==> config.mk <==
export PLATFORM = sky130hd
export DESIGN_NAME = pwm_ramp_sequencer
export DESIGN_NICKNAME = d
export VERILOG_FILES = /design/src/rtl/pwm_cfg_pkg.sv /design/src/rtl/ramp_tick_gen.sv /design/src/rtl/pwm_ramp_sequencer.sv
export SDC_FILE = /design/constraint.sdc
export NUM_CORES = 1
export LEC_CHECK = 0
export ABC_AREA = 1
export CORE_UTILIZATION = 35
export DETAILED_ROUTE_END_ITERATION = 7
export DONT_BUFFER_PORTS = 1
export GPL_ROUTABILITY_DRIVEN = 0
export HOLD_SLACK_MARGIN = 0.12
export PLACE_DENSITY_LB_ADDON = 0.05
export SYNTH_ARGS = -nofsm -noshare
export SYNTH_HDL_FRONTEND = slang
export SYNTH_SLANG_ARGS = --single-unit
==> constraint.sdc <==
create_clock -name clk -period 3.6 [get_ports clk]
set_clock_uncertainty 0.05 [all_clocks]
set_input_delay 0 -clock clk [delete_from_list [all_inputs] [get_ports clk]]
set_output_delay 0 -clock clk [all_outputs]
set_load 0.05 [all_outputs]
==> src/rtl/pwm_cfg_pkg.sv <==
// Shared configuration for the PWM block: register address map, ramp FSM states, duty width.
package pwm_cfg_pkg;

  localparam int DUTY_W = 8;

  // Register address map, also used by the SPI peripheral's decoder
  localparam logic [6:0] REG_ADDR_TARGET = 7'h05;
  localparam logic [6:0] REG_ADDR_STEP   = 7'h06;
  localparam logic [6:0] REG_ADDR_PERIOD = 7'h07;
  localparam logic [6:0] REG_ADDR_MODE   = 7'h08;

  typedef enum logic [1:0] {
    ST_IDLE = 2'd0,
    ST_UP   = 2'd1,
    ST_DOWN = 2'd2
  } ramp_state_e;

endpackage

==> src/rtl/ramp_tick_gen.sv <==
// Step timer: prescaler (0..PRESCALE-1) feeding a period counter (0..period_q).
// step_evt pulses once every (period_q+1)*PRESCALE enabled cycles.
module ramp_tick_gen
  import pwm_cfg_pkg::*;
#(
  parameter int PRESCALE = 100
) (
  input  logic              clk,
  input  logic              rst_n,
  input  logic              clear,
  input  logic              enable,
  input  logic [DUTY_W-1:0] period_q,
  output logic              step_evt
);

  localparam int PS_W = (PRESCALE > 1) ? $clog2(PRESCALE) : 1;

  logic [PS_W-1:0]   presc_q, presc_d;
  logic [DUTY_W-1:0] per_q, per_d;
  logic              tick;

  assign tick = enable && (presc_q == PS_W'(PRESCALE - 1));
  // >= lets the step fire at once if PERIOD shrank below the running count
  assign step_evt = tick && (per_q >= period_q);

  // Next count: clear wins, counters hold while disabled, wrap at terminal counts
  always_comb begin
    presc_d = presc_q;
    per_d   = per_q;
    if (clear) begin
      presc_d = '0;
      per_d   = '0;
    end else if (enable) begin
      if (tick) begin
        presc_d = '0;
        per_d   = (per_q >= period_q) ? '0 : per_q + 1'b1;
      end else begin
        presc_d = presc_q + 1'b1;
      end
    end
  end

  // Counter registers
  always_ff @(posedge clk) begin
    if (!rst_n) begin
      presc_q <= '0;
      per_q   <= '0;
    end else begin
      presc_q <= presc_d;
      per_q   <= per_d;
    end
  end

endmodule

==> src/rtl/pwm_ramp_sequencer.sv <==
// Ramps duty_out toward an SPI-written TARGET in STEP-sized increments every
// (PERIOD+1)*PRESCALE clocks. STEP=0 jumps straight to TARGET.
// Optional macro PWM_RAMP_LOOP_EN adds the MODE register: loop=1 swaps the
// start and target on every completion to produce a triangle "breathing" ramp.
module pwm_ramp_sequencer
  import pwm_cfg_pkg::*;
#(
  parameter int         PRESCALE    = 100,
  parameter logic [6:0] ADDR_TARGET = REG_ADDR_TARGET,
  parameter logic [6:0] ADDR_STEP   = REG_ADDR_STEP,
  parameter logic [6:0] ADDR_PERIOD = REG_ADDR_PERIOD,
  parameter logic [6:0] ADDR_MODE   = REG_ADDR_MODE
) (
  input  logic              clk,
  input  logic              rst_n,
  input  logic              wr_valid,
  input  logic [6:0]        wr_addr,
  input  logic [7:0]        wr_data,
  output logic [DUTY_W-1:0] duty_out,
  output logic              busy,
  output logic              done
);

  logic [DUTY_W-1:0] target_q, target_d;
  logic [DUTY_W-1:0] step_q, step_d;
  logic [DUTY_W-1:0] period_q, period_d;
  logic [DUTY_W-1:0] duty_q, duty_d;
  logic              done_q, done_d;
  ramp_state_e       state_q, state_d;
`ifdef PWM_RAMP_LOOP_EN
  logic              mode_q, mode_d;
  logic [DUTY_W-1:0] start_q, start_d;
`endif

  logic              wr_target;
  logic              ramp_active;
  logic              step_evt;
  logic [DUTY_W:0]   sum9, diff9;
  logic [DUTY_W-1:0] up_val, dn_val;

  assign wr_target   = wr_valid && (wr_addr == ADDR_TARGET);
  assign ramp_active = (state_q != ST_IDLE);

  ramp_tick_gen #(.PRESCALE(PRESCALE)) u_tick (
    .clk      (clk),
    .rst_n    (rst_n),
    .clear    (!ramp_active || wr_target),
    .enable   (ramp_active),
    .period_q (period_q),
    .step_evt (step_evt)
  );

  // Saturating step arithmetic; the 9th bit catches carry/borrow past 255/0
  always_comb begin
    sum9   = {1'b0, duty_q} + {1'b0, step_q};
    diff9  = {1'b0, duty_q} - {1'b0, step_q};
    up_val = (sum9 >= {1'b0, target_q}) ? target_q : sum9[DUTY_W-1:0];
    dn_val = (diff9[DUTY_W] || (diff9[DUTY_W-1:0] <= target_q)) ? target_q : diff9[DUTY_W-1:0];
  end

  // Register writes, FSM next state and duty update; a TARGET write restarts the ramp
  always_comb begin
    target_d = target_q;
    step_d   = step_q;
    period_d = period_q;
    duty_d   = duty_q;
    state_d  = state_q;
    done_d   = 1'b0;
`ifdef PWM_RAMP_LOOP_EN
    mode_d   = mode_q;
    start_d  = start_q;
`endif

    if (wr_valid) begin
      if (wr_addr == ADDR_TARGET) begin
        target_d = wr_data;
`ifdef PWM_RAMP_LOOP_EN
        start_d  = duty_q;
`endif
      end else if (wr_addr == ADDR_STEP) begin
        step_d = wr_data;
      end else if (wr_addr == ADDR_PERIOD) begin
        period_d = wr_data;
      end else if (wr_addr == ADDR_MODE) begin
`ifdef PWM_RAMP_LOOP_EN
        mode_d = wr_data[0];
`endif
        // without the loop feature MODE has no storage; the write is dropped
      end
    end

    if (wr_target) begin
      // restart: drop any coincident step, re-pick direction next cycle
      state_d = ST_IDLE;
    end else begin
      case (state_q)
        ST_IDLE: begin
          if (target_q > duty_q)      state_d = ST_UP;
          else if (target_q < duty_q) state_d = ST_DOWN;
        end
        ST_UP, ST_DOWN: begin
          if ((step_q == '0) || step_evt) begin
            if (step_q == '0)          duty_d = target_q;
            else if (state_q == ST_UP) duty_d = up_val;
            else                       duty_d = dn_val;
            if (duty_d == target_q) begin
              state_d = ST_IDLE;
              done_d  = 1'b1;
`ifdef PWM_RAMP_LOOP_EN
              if (mode_q) begin
                target_d = start_q;
                start_d  = target_q;
              end
`endif
            end
          end
        end
        default: state_d = ST_IDLE;
      endcase
    end
  end

  // State registers
  always_ff @(posedge clk) begin
    if (!rst_n) begin
      target_q <= '0;
      step_q   <= 8'd1;
      period_q <= '0;
      duty_q   <= '0;
      done_q   <= 1'b0;
      state_q  <= ST_IDLE;
`ifdef PWM_RAMP_LOOP_EN
      mode_q   <= 1'b0;
      start_q  <= '0;
`endif
    end else begin
      target_q <= target_d;
      step_q   <= step_d;
      period_q <= period_d;
      duty_q   <= duty_d;
      done_q   <= done_d;
      state_q  <= state_d;
`ifdef PWM_RAMP_LOOP_EN
      mode_q   <= mode_d;
      start_q  <= start_d;
`endif
    end
  end

  assign duty_out = duty_q;
  assign busy     = (duty_q != target_q);
  assign done     = done_q;

endmodule

# Word level (Yosys, flattened, before mapping)
# Cells that the tools add are included.
op_classes:
  add_sub_neg: 4
  magnitude_cmp: 5
  n_eq_ne: 11
  muxes: 15
  n_bitwise: 6
  reduce_logical: 20
op_table:
  columns: ["op", "n"]
  rows:
  - ["$mux 8", 8]
  - ["$eq 7x3->1 const B", 3]
  - ["$add 8x8->9", 1]
  - ["$ge 9x8->1", 1]
  - ["$reduce_and 3->1", 3]
  - ["$sub 8x8->9", 1]
  - ["$add 8x1->8 const B", 1]
  - ["$eq 8x8->1", 1]
  - ["$ge 8x8->1", 1]
  - ["$gt 8x8->1", 1]
  - ["$le 8x8->1", 1]
  - ["$logic_not 8->1", 1]
  - ["$lt 8x8->1", 1]
  - ["$mux 2", 4]
  - ["$ne 8x8->1", 1]
  - ["$add 7x1->7 const B", 1]
  - ["$eq 7x7->1 const B", 1]
  - ["$mux 7", 1]
  - ["$not 1->1", 6]
  - ["$reduce_or 2->1", 3]
  - ["$ne 2x2->1 const B", 2]
  - ["$pmux 2 s2", 1]
  - ["$reduce_and 2->1", 2]
  - ["$reduce_and 4->1", 1]
  - ["other kinds (10)", 14]
word_totals:
  ff_bits: 50
  wordCells: 69

# Longest topological paths before layout
# Gate-level depths: netlist of the first run.
depth:
  ltp_word: 13
  mapped_depth: 31
  ltp_nobuf: 29

# Hierarchy
# Synthesis of the first run repeated with hierarchy kept, for this count alone.
unflattened:
  hier_cells: 689
  area_unflattened_um2: 4428.0
by_module_without_submodules:
  columns: ["mod", "n_inst", "cells_each", "area_per_inst_um2", "seq_area_each_um2"]
  rows:
  - ["pwm_ramp_sequencer", 1, 532, 3404.5, 700.7]
  - ["ramp_tick_gen", 1, 157, 1023.5, 300.3]

# Worst setup path before layout of the first run
# OpenSTA, ideal clock, no wires.
synth_path:
  path_type: "register to register"
  startpoint: "reg duty_q[2] (netlist: duty_out[2])"
  endpoint: "reg state_q[0]"
  setup_time_ns: 0.118
  arrival_time_ns: 3.469
  required_time_ns: 3.432
  slack_ns: -0.037
  stages_incl_launch_ff: 26
  n_path_buf: 1
  synth_period_minus_slack_ns: 3.637
  path_cell_list: "dfxtp_1 > ha_1 > buf_6 > nand2_1 > inv_1 > nand2_1 > nand2_1 > or2_2 > nand2_1 > inv_1 > ha_1 > nand2_1 > inv_1 > nand4_1 > a21boi_1 > nand3_1 > nand3_1 > nand2_1 > nand3_1 > nand2_1 > nor2_1 > nand2_1 > o21ai_2 > nand3_1 > nand2_1 > a21oi_1"
synth_between:
  elab_chain_cells: 12
synth_lines:
  columns: ["item", "line_no", "rtl"]
  rows:
  - ["from (decl)", "pwm_ramp_sequencer.sv:27", "logic [DUTY_W-1:0] duty_q, duty_d;"]
  - ["from (signal assigned)", "pwm_ramp_sequencer.sv:140", "duty_q <= duty_d;"]
  - ["$sub 8x8->9", "pwm_ramp_sequencer.sv:56", "diff9 = {1'b0, duty_q} - {1'b0, step_q};"]
  - ["$le 8x8->1", "pwm_ramp_sequencer.sv:58", "dn_val = (diff9[DUTY_W] || (diff9[DUTY_W-1:0] <= target_q)) ? target_q : diff9[DUTY_W-1:0];"]
  - ["$logic_or 1x1->1", "pwm_ramp_sequencer.sv:58", null]
  - ["$mux 8", "pwm_ramp_sequencer.sv:58", null]
  - ["$mux 8", "pwm_ramp_sequencer.sv:104", "else if (state_q == ST_UP) duty_d = up_val;"]
  - ["$mux 8", "pwm_ramp_sequencer.sv:103", "if (step_q == '0) duty_d = target_q;"]
  - ["$mux 8", "pwm_ramp_sequencer.sv:102", "if ((step_q == '0) || step_evt) begin"]
  - ["$mux 8", "pwm_ramp_sequencer.sv:96", "case (state_q)"]
  - ["$mux 8", "pwm_ramp_sequencer.sv:92", "if (wr_target) begin"]
  - ["$eq 8x8->1", "pwm_ramp_sequencer.sv:106", "if (duty_d == target_q) begin"]
  - ["$ne 2x2->1 (no line)", null, null]
  - ["$reduce_and 3->1 (no line)", null, null]
  - ["to (signal assigned)", "pwm_ramp_sequencer.sv:142", "state_q <= state_d;"]
  - ["to (decl)", "pwm_ramp_sequencer.sv:29", "ramp_state_e state_q, state_d;"]
# Parallel ways exist; a longest one is shown, timed or not. The select of a mux whose other input is x is not followed.
# A chain may end at the register's enable or synchronous reset.

# Worst setup path in the final report of the first run
layout_path:
  startpoint: "reg duty_q[0] (netlist: duty_out[0])"
  endpoint: "reg state_q[0]"
# The elaborated chain is that of the path after synthesis.

==> summary.md, run 1 <==
| Metric | Value |
|---|---|
| Std-Cell Rows | 39 |
| Hold/Removal Path Class | in2reg |
| Design Area, Final | about 0.0053 mm^2 |
| Reg2reg start | duty_out[0] |
| CTS Buf Count | 5 |
| IO Port Bufs | 0 |
| RSZ-0062 raised after global routing | true |
| Data arrival, critical path | between 3 and 4 ns |
| First-pass GRT wire length | between 20,000 and 25,000 um |
| Setup crit end kind | flop |
| I/O pin count | 28 |
| Drt total wl | about 13,000 um |
| Root buffer cell | clkbuf_16 |
| Hold Violations, Final | 0 |
| Setup violators final | 0 |
| Clk pin slew, worst setup/hold paths | about 0.070 ns |
| Clock power share | around 45% |
| CTS tree | built |
| Synth-to-layout area growth | 28.0% |
| Worst slew margin | 27.0% |
| Hold path cells | 4 |
| Drt pass-1 iters | 7 |
| H-Tree Depth | 2 |
| Critical Path RT | 3.73 ns |
| Hold worst-path end | duty_out[7] |
| Cells after Synth | between 600 and 700 |
| DP Area | about 0.0047 mm^2 |
| Total GRT Usage | around a fifth |
| Lkg Pwr | between 2 and 3 nW |
| Initial antenna violation count | 1 |
| Top cell type's share of synthesized area | 24.0% |
| Chip height | ~110 um |
| Worst R2R End | state_q[0] |
| FMAX | 278 MHz |
| Sequential area share after synthesis | 24.0% |
| Synth unique cells | 44 |
| Nets | 753 |
| Routed vias/inst | between 5 and 6 |
| Yosys warns | 0 |
| GRT overflow | 0 |
| Slew Limit Fails | 0 |
| Die width | between 100 and 150 um |
| R2R setup slack | ~0.0074 ns |
| CP delay by family, top | simple AND/OR/NAND/NOR gates |
| Setup TNS | 0 ns |
| Internal | ~940 uW |
| Synth area leaders | dfxtp_1, ha_1, nand2_1 |
| Wirelength per Cell | approximately 16 um |
| Sequential Power Share | between 40% and 50% |
| Synthesized Nets | ~680 |
| Routed vias | approximately 4,300 |
| Max_cap viols | 0 |
| Syn avg cell area | slightly below 7 um^2 |
| Pin count of the biggest net entering global routing | 34 |
| Power Dens Cells | about 230 mW/mm^2 |
| Slowest stage delay, CP | a little under 0.4 ns |
| Share of post-route cells with drive strength above 1 | approximately a quarter |
| Worst path slowest cell | fa_2 |
| Mapped Area | about 0.0042 mm^2 |
| Core footprint | approximately 0.012 mm^2 |
| Bufs and invs on worst path | 5 |
| CTS Buffer Depth | 2 |
| Setup crit start kind | flop |
| Sw Ratio | 25.0% |
| Antenna Violating Nets Remaining | 0 |
| Worst-Margin Slew | 1.09 ns |
| Ratio of final minimum period to clock period | roughly 100% |
| Fin crit period | ~3.6 ns |
| Final Non-Filler Cells | between 800 and 900 |
| Via count of the first global-routing pass | 4,107 |
| Synth area leader | dfxtp_1 |
| Status | finished, violations left |
| Drt drc | 4 |
| Starting Density | 36.3% |
| Peak VDD IR | 0.000271 V |
| Inst Count DP | between 700 and 800 |
| Crit path kind | reg2reg |
| Comb power frac | between 10% and 20% |
| Clock sink count | 50 |
| Clock latency on the worst-skew pair | around 0.29 ns |
| Reg2Reg Depth | 26 |
| Worst hold start | wr_valid |
| Hold WS | between 0.1 and 0.15 ns |
| Worst-path maximum fanout | 6 |
| Total Power | between 1 and 1.5 mW |
| Area of the die | around 0.012 mm^2 |
| Initial DRC Count | between 300 and 400 |
| Most common cell on crit path | nand2_1 |
| Number of synthesized register bits | 50 |
| Failing checks | design-rule violations |
| Net Sw Power | between 300 and 400 uW |
| Post-DP HPWL | 9950 um |
cells in the final DEF (no fill, tap or decap), types with 2 or more instances in the layout:
cell / synthesis / layout
clkbuf_16: 0 / 5
inv_1: 88 / 85
nand3_1: 54 / 42
nand4_1: 29 / 29
a21oi_1: 43 / 40
nor4_1: 4 / 3
a21oi_2: 2 / 5
o21ai_0: 34 / 32
nand3_2: 1 / 14
inv_4: 0 / 2
dlygate4sd3_1: 0 / 10
xor2_1: 12 / 12
nor3_1: 6 / 6
buf_4: 1 / 62
and2_1: 2 / 2
ha_1: 52 / 44
nand2_1: 136 / 118
nand3_4: 3 / 4
nor2_2: 0 / 7
o21ai_2: 1 / 3
or2_2: 3 / 3
nand2_2: 4 / 22
dfxtp_1: 50 / 44
o21ai_1: 3 / 2
nand3b_1: 3 / 3
inv_2: 1 / 2
buf_6: 4 / 4
ha_4: 0 / 7
xnor2_1: 2 / 2
fa_2: 0 / 2
dfxtp_2: 0 / 5
o211ai_1: 9 / 9
nor2_1: 37 / 30
worst max-delay path by stage:
stage,slack (ns),start,cells past startpoint,endpoint
3_3_place_gp,-0.1,duty_out[0],24,done
2_1_floorplan,0.02,duty_out[4],23,state_q[0]
6_report,0.007,duty_out[0],26,state_q[0]
3_5_place_dp,-0.05,duty_out[0],24,done
4_1_cts,0.001,step_q[3],26,state_q[1]
5_1_grt,-0.18,duty_out[0],26,state_q[0]
worst reg2reg max path: cells and delay by family (launching register included):
| family | cells | cell delay, ns |
|---|---|---|
| compound gates | 3 | 0.32 |
| fa+ha+maj | 3 | 0.80 |
| xor+xnor | 1 | 0.15 |
| flops | 1 | 0.33 |
| simple gates | 14 | 1.40 |
| buf+inv | 5 | 0.43 |
cells by family after synthesis:
| group | Yosys count | synth area share [%] |
|---|---|---|
| buffers and inverters | 106 | 10.4 |
| AO/OA/AOI/OAI | 102 | 14.2 |
| XOR/XNOR | 15 | 3.32 |
| flip-flops | 50 | 24.0 |
| adder cells (fa/ha/maj) | 54 | 16.5 |
| AND/OR/NAND/NOR | 285 | 31.6 |
cell type report:
type | instances | area, um^2
antenna | 1 | 2.50
clock buffer | 6 | 129
clock inverter | 2 | 37.5
fill | 1219 | 6170
inverter | 90 | 343
multi-input combinational | 458 | 3040
sequential | 50 | 1010
tap | 143 | 179
timing repair buffer | 76 | 611
cell usage after synthesis (all sizes together):
master and count:
xnor2 2, o21ai 38, a31oi 2, nor3 6, clkbuf 9, or2 3, ha 52, nor3b 1
nand2 141, xor2 13, a21o 1, dfxtp 50, buf 7, o211ai 9, nor2 37, nand3 58
o221ai 1, nand4 29, and3 1, inv 89, fa 2, o21a 2, a21boi 1, a21oi 45
nor4 4, nand3b 3, o2111ai 1, a211oi 1, o21bai 1, clkinv 1, and2 2
per-stage QoR:
| step | utilization [%] | setup slack (ns) |
|---|---|---|
| global placement | 40.6 | -0.0985 |
| finish | 46.4 | 0.00742 |
| CTS | 43.1 | 0.00144 |
| detailed placement | 40.6 | -0.0524 |
| global route | 46.4 | -0.179 |
| floorplan | - | 0.0229 |
routing by layer:
| metal | up-vias | global-route usage, % | share of wire [%] |
|---|---|---|---|
| li1 | 2192 | - | - |
| met1 | 1966 | 29.3 | 49 |
| met2 | 98 | 34.2 | 44 |
| met3 | 15 | 3.72 | 5.2 |
| met4 | 0 | 4.50 | 1.7 |
| met5 | - | 0 | 0 |
power groups by stage:
| stage | registers (mW) | clock network (mW) | logic (mW) |
|---|---|---|---|
| 6_report | 0.557 | 0.557 | 0.133 |
| 4_1_cts | 0.557 | 0.572 | 0.113 |
| 3_3_place_gp | 0.570 | 0 | 0.0954 |
| 5_1_grt | 0.557 | 0.590 | 0.147 |
| 3_5_place_dp | 0.570 | 0 | 0.0952 |
| 2_1_floorplan | 0.570 | 0 | 0.0702 |
sequential cells by signal (all words and copies together), names as in the netlist:
signal / cells
duty_out: 8
u_tick.presc_q: 7
done: 1
state_q: 2
period_q: 8
u_tick.per_q: 8
target_q: 8
step_q: 8
timing repair:
item                       4_1_cts  5_1_grt
hold buffers                    10        0
buffers inserted                 1       11
hold endpoints to repair        39        0
gates cloned                     0        2
pin swaps                        0       42
setup endpoints to repair        3       10
resized for setup                5       73
No activity file was read; power rests on OpenSTA's default activity.
==> inputs of run 2 (changes only) <==
Settings changed: CORE_UTILIZATION 35 to 60.
==> run 2 against run 1 <==
The run ends with negative setup slack left. Worst setup slack got worse by 0.021 ns. Critical path depth decreased by 1. First-iteration DRC count is 23% higher. Sequential share of layout area up 1.4 points. Hold slack gained 0.059 ns. Routed wire length shrank 8.5%. Total power decreased by 16%. Via count increased by 0.96%. Fmax is 0.59% lower. Register-to-register slack got worse by 0.02 ns.
==> summary.md, run 2 (synthesis results as in run 1) <==
| Metric | Value |
|---|---|
| Lkg Pwr | 2.32 nW (-8.2%) |
| Power Dens Cells | 210 mW/mm^2 (-9.8%) |
| Most common cell after layout, fill and taps aside | nand2_1 |
| Clk pin slew, worst setup/hold paths | 0.11 ns (+0.04 ns) |
| Worst R2R End | state_q[1] |
| I/O pin count | 28 (unchanged) |
| Hold/Removal Path Class | in2reg |
| DP Area | 0.00440 mm^2 (-6.0%) |
| R2R setup slack | -0.01 ns (-0.02 ns) |
| Pin count of the biggest net entering global routing | 34 (unchanged) |
| Hold Violations, Final | 0 (unchanged) |
| Setup crit end kind | flop |
| Crit path kind | reg2reg |
| First-pass GRT wire length | 18,000 um (-14%) |
| Peak VDD IR | 0.000160 V (-41%) |
| Chip height | 85.5 um (-23%) |
| Worst-Margin Slew | 1.04 ns (-0.0461 ns) |
| Synth-to-layout area growth | 19.1% |
| Area of the die | 0.00730 mm^2 (-41%) |
| H-Tree Depth | 2 (unchanged) |
| Ratio of final minimum period to clock period | 100% (+0.59 points) |
| Core footprint | 0.00676 mm^2 (-41%) |
| Bufs and invs on worst path | 4 (-1) |
| Post-DP HPWL | 8550 um (-14%) |
| Most frequent cells in the layout | nand2_1, inv_1, nand3_1 |
| Nets | 722 (-4.1%) |
| Drt total wl | 11,800 um (-8.5%) |
| GRT overflow | 0 (unchanged) |
| Total GRT Usage | 31.1% (+9.9 points) |
| Drt pass-1 iters | 7 (unchanged) |
| Max_cap viols | 0 (unchanged) |
| Root buffer cell | clkbuf_8 |
| Antenna Violating Nets Remaining | 0 (unchanged) |
| Setup WS post-layout | -0.0139 ns (-0.0213 ns) |
| Initial antenna violation count | 0 (-1) |
| Status | finished, violations left |
| Slew Limit Fails | 0 (unchanged) |
| Setup violators final | 2 (+2) |
| Initial DRC Count | 386 (+23%) |
| Share of post-route cells with drive strength above 1 | 19.0% (-4.3 points) |
| Die width | 85.5 um (-23%) |
| Hold path cells | 2 (-2) |
| Reg2reg start | duty_out[0] |
| DP Worst Slack | -0.151 ns (-0.0988 ns) |
| Worst-path maximum fanout | 5 (-1) |
| Critical Path RT | 3.77 ns (+0.04 ns) |
| Data arrival, critical path | 3.78 ns (+0.06 ns) |
| Starting Density | 61.9% (+26 points) |
| Clock sink count | 50 (unchanged) |
| Wirelength per Cell | 16.1 um (+3.4%) |
| Failing checks | negative setup slack |
| CTS tree | built |
| CTS Buf Count | 5 (unchanged) |
| Design Area, Final | 0.00498 mm^2 (-6.9%) |
| CTS Buffer Depth | 2 (unchanged) |
| Drt drc | 0 (-4) |
| Setup crit start kind | flop |
| RSZ-0062 raised after global routing | true |
| IO Port Bufs | 0 (unchanged) |
| Worst path slowest cell | fa_2 |
| # diodes | 0 (-1) |
| Routed vias/inst | 5.90 (+14%) |
| CP delay by family, top | simple AND/OR/NAND/NOR gates |
| Final core area utilization | 73.7% (+27 points) |
| Slowest stage delay, CP | 0.41 ns (+0.02 ns) |
| Routed vias | 4,312 (+0.96%) |
| Clock latency on the worst-skew pair | 0.32 ns (+0.03 ns) |
| Std-Cell Rows | 30 (-23%) |
| Worst slew margin | 30.1% (+3.1 points) |
| Hold worst-path end | period_q[1] |
| Reg2Reg Depth | 25 (-3.8%) |
| Fin crit period | 3.61 ns (+0.0213 ns) |
| Via count of the first global-routing pass | 3,888 (-5.3%) |
| FMAX | 277 MHz (-0.59%) |
| Worst hold start | wr_addr[0] |
-- run 2: cell count changes in the layout (fill, tap and decap cells not counted), sizes merged --
cell,before,now
buf,66,33
inv,89,91
a31oi,2,3
bufinv,1,0
clkbuf,6,5
clkinv,1,2
clkinvlp,1,0
diode,1,0
dlygate4sd3,10,11
-- run 2: layout make-up --
cell class	count	area, um^2
fillers	537	1780
clock inverters	3	28.8
clock buffers	5	68.8
repair buffers	44	358
multi-input cells	459	3070
inverters	90	338
well taps	80	100
flip-flops and latches	50	1010
-- run 2: timing repair --
| action | in CTS | in global routing |
|---|---|---|
| buffers inserted | 0 | 5 |
| setup endpoints to repair | 3 | 11 |
| gates resized for setup | 4 | 67 |
| gates cloned | 0 | 3 |
| pin swaps | 0 | 27 |
| endpoints found under the hold margin | 43 | 0 |
| hold buffers | 11 | 0 |
-- run 2: how the worst max path moves through the flow --
| stage | startpoint | endpoint | slack (ns) | cells after the start |
|---|---|---|---|---|
| after global routing | duty_out[0] | state_q[1] | -0.24 | 25 |
| after global placement | step_q[4] | done | -0.07 | 22 |
| after floorplan | duty_out[4] | state_q[0] | 0.02 | 23 |
| after detailed placement | step_q[2] | done | -0.15 | 23 |
| final | duty_out[0] | state_q[1] | -0.01 | 25 |
| after CTS | step_q[4] | state_q[1] | 0.004 | 26 |
-- run 2: per-layer routing --
| metal | vias to the layer above | part of all wire, % | GRT usage (%) |
|---|---|---|---|
| met2 | 203 | 46 | 51.9 |
| met1 | 1937 | 43 | 41.6 |
| met5 | - | 0 | 0 |
| met3 | 37 | 7.6 | 5.64 |
| li1 | 2135 | - | - |
| met4 | 0 | 2.8 | 7.88 |
-- run 2: power by group --
group,switching [mW],leakage (nW),total [mW],internal [mW]
Clock,0.219,0.0506,0.365,0.146
Combinational,0.0761,1.86,0.123,0.0470
Sequential,0.00220,0.406,0.558,0.555
-- run 2: stage by stage --
stage	std cells	power, mW	hold WS, ns	TNS, ns
after floorplan	612	0.640	0.0763	0
after global placement	704	0.656	0.0457	-0.125
after detailed placement	704	0.658	0.0516	-0.446
after CTS	723	1.03	0.192	0
after global routing	731	1.08	0.262	-0.557
final	731	1.05	0.195	-0.0171
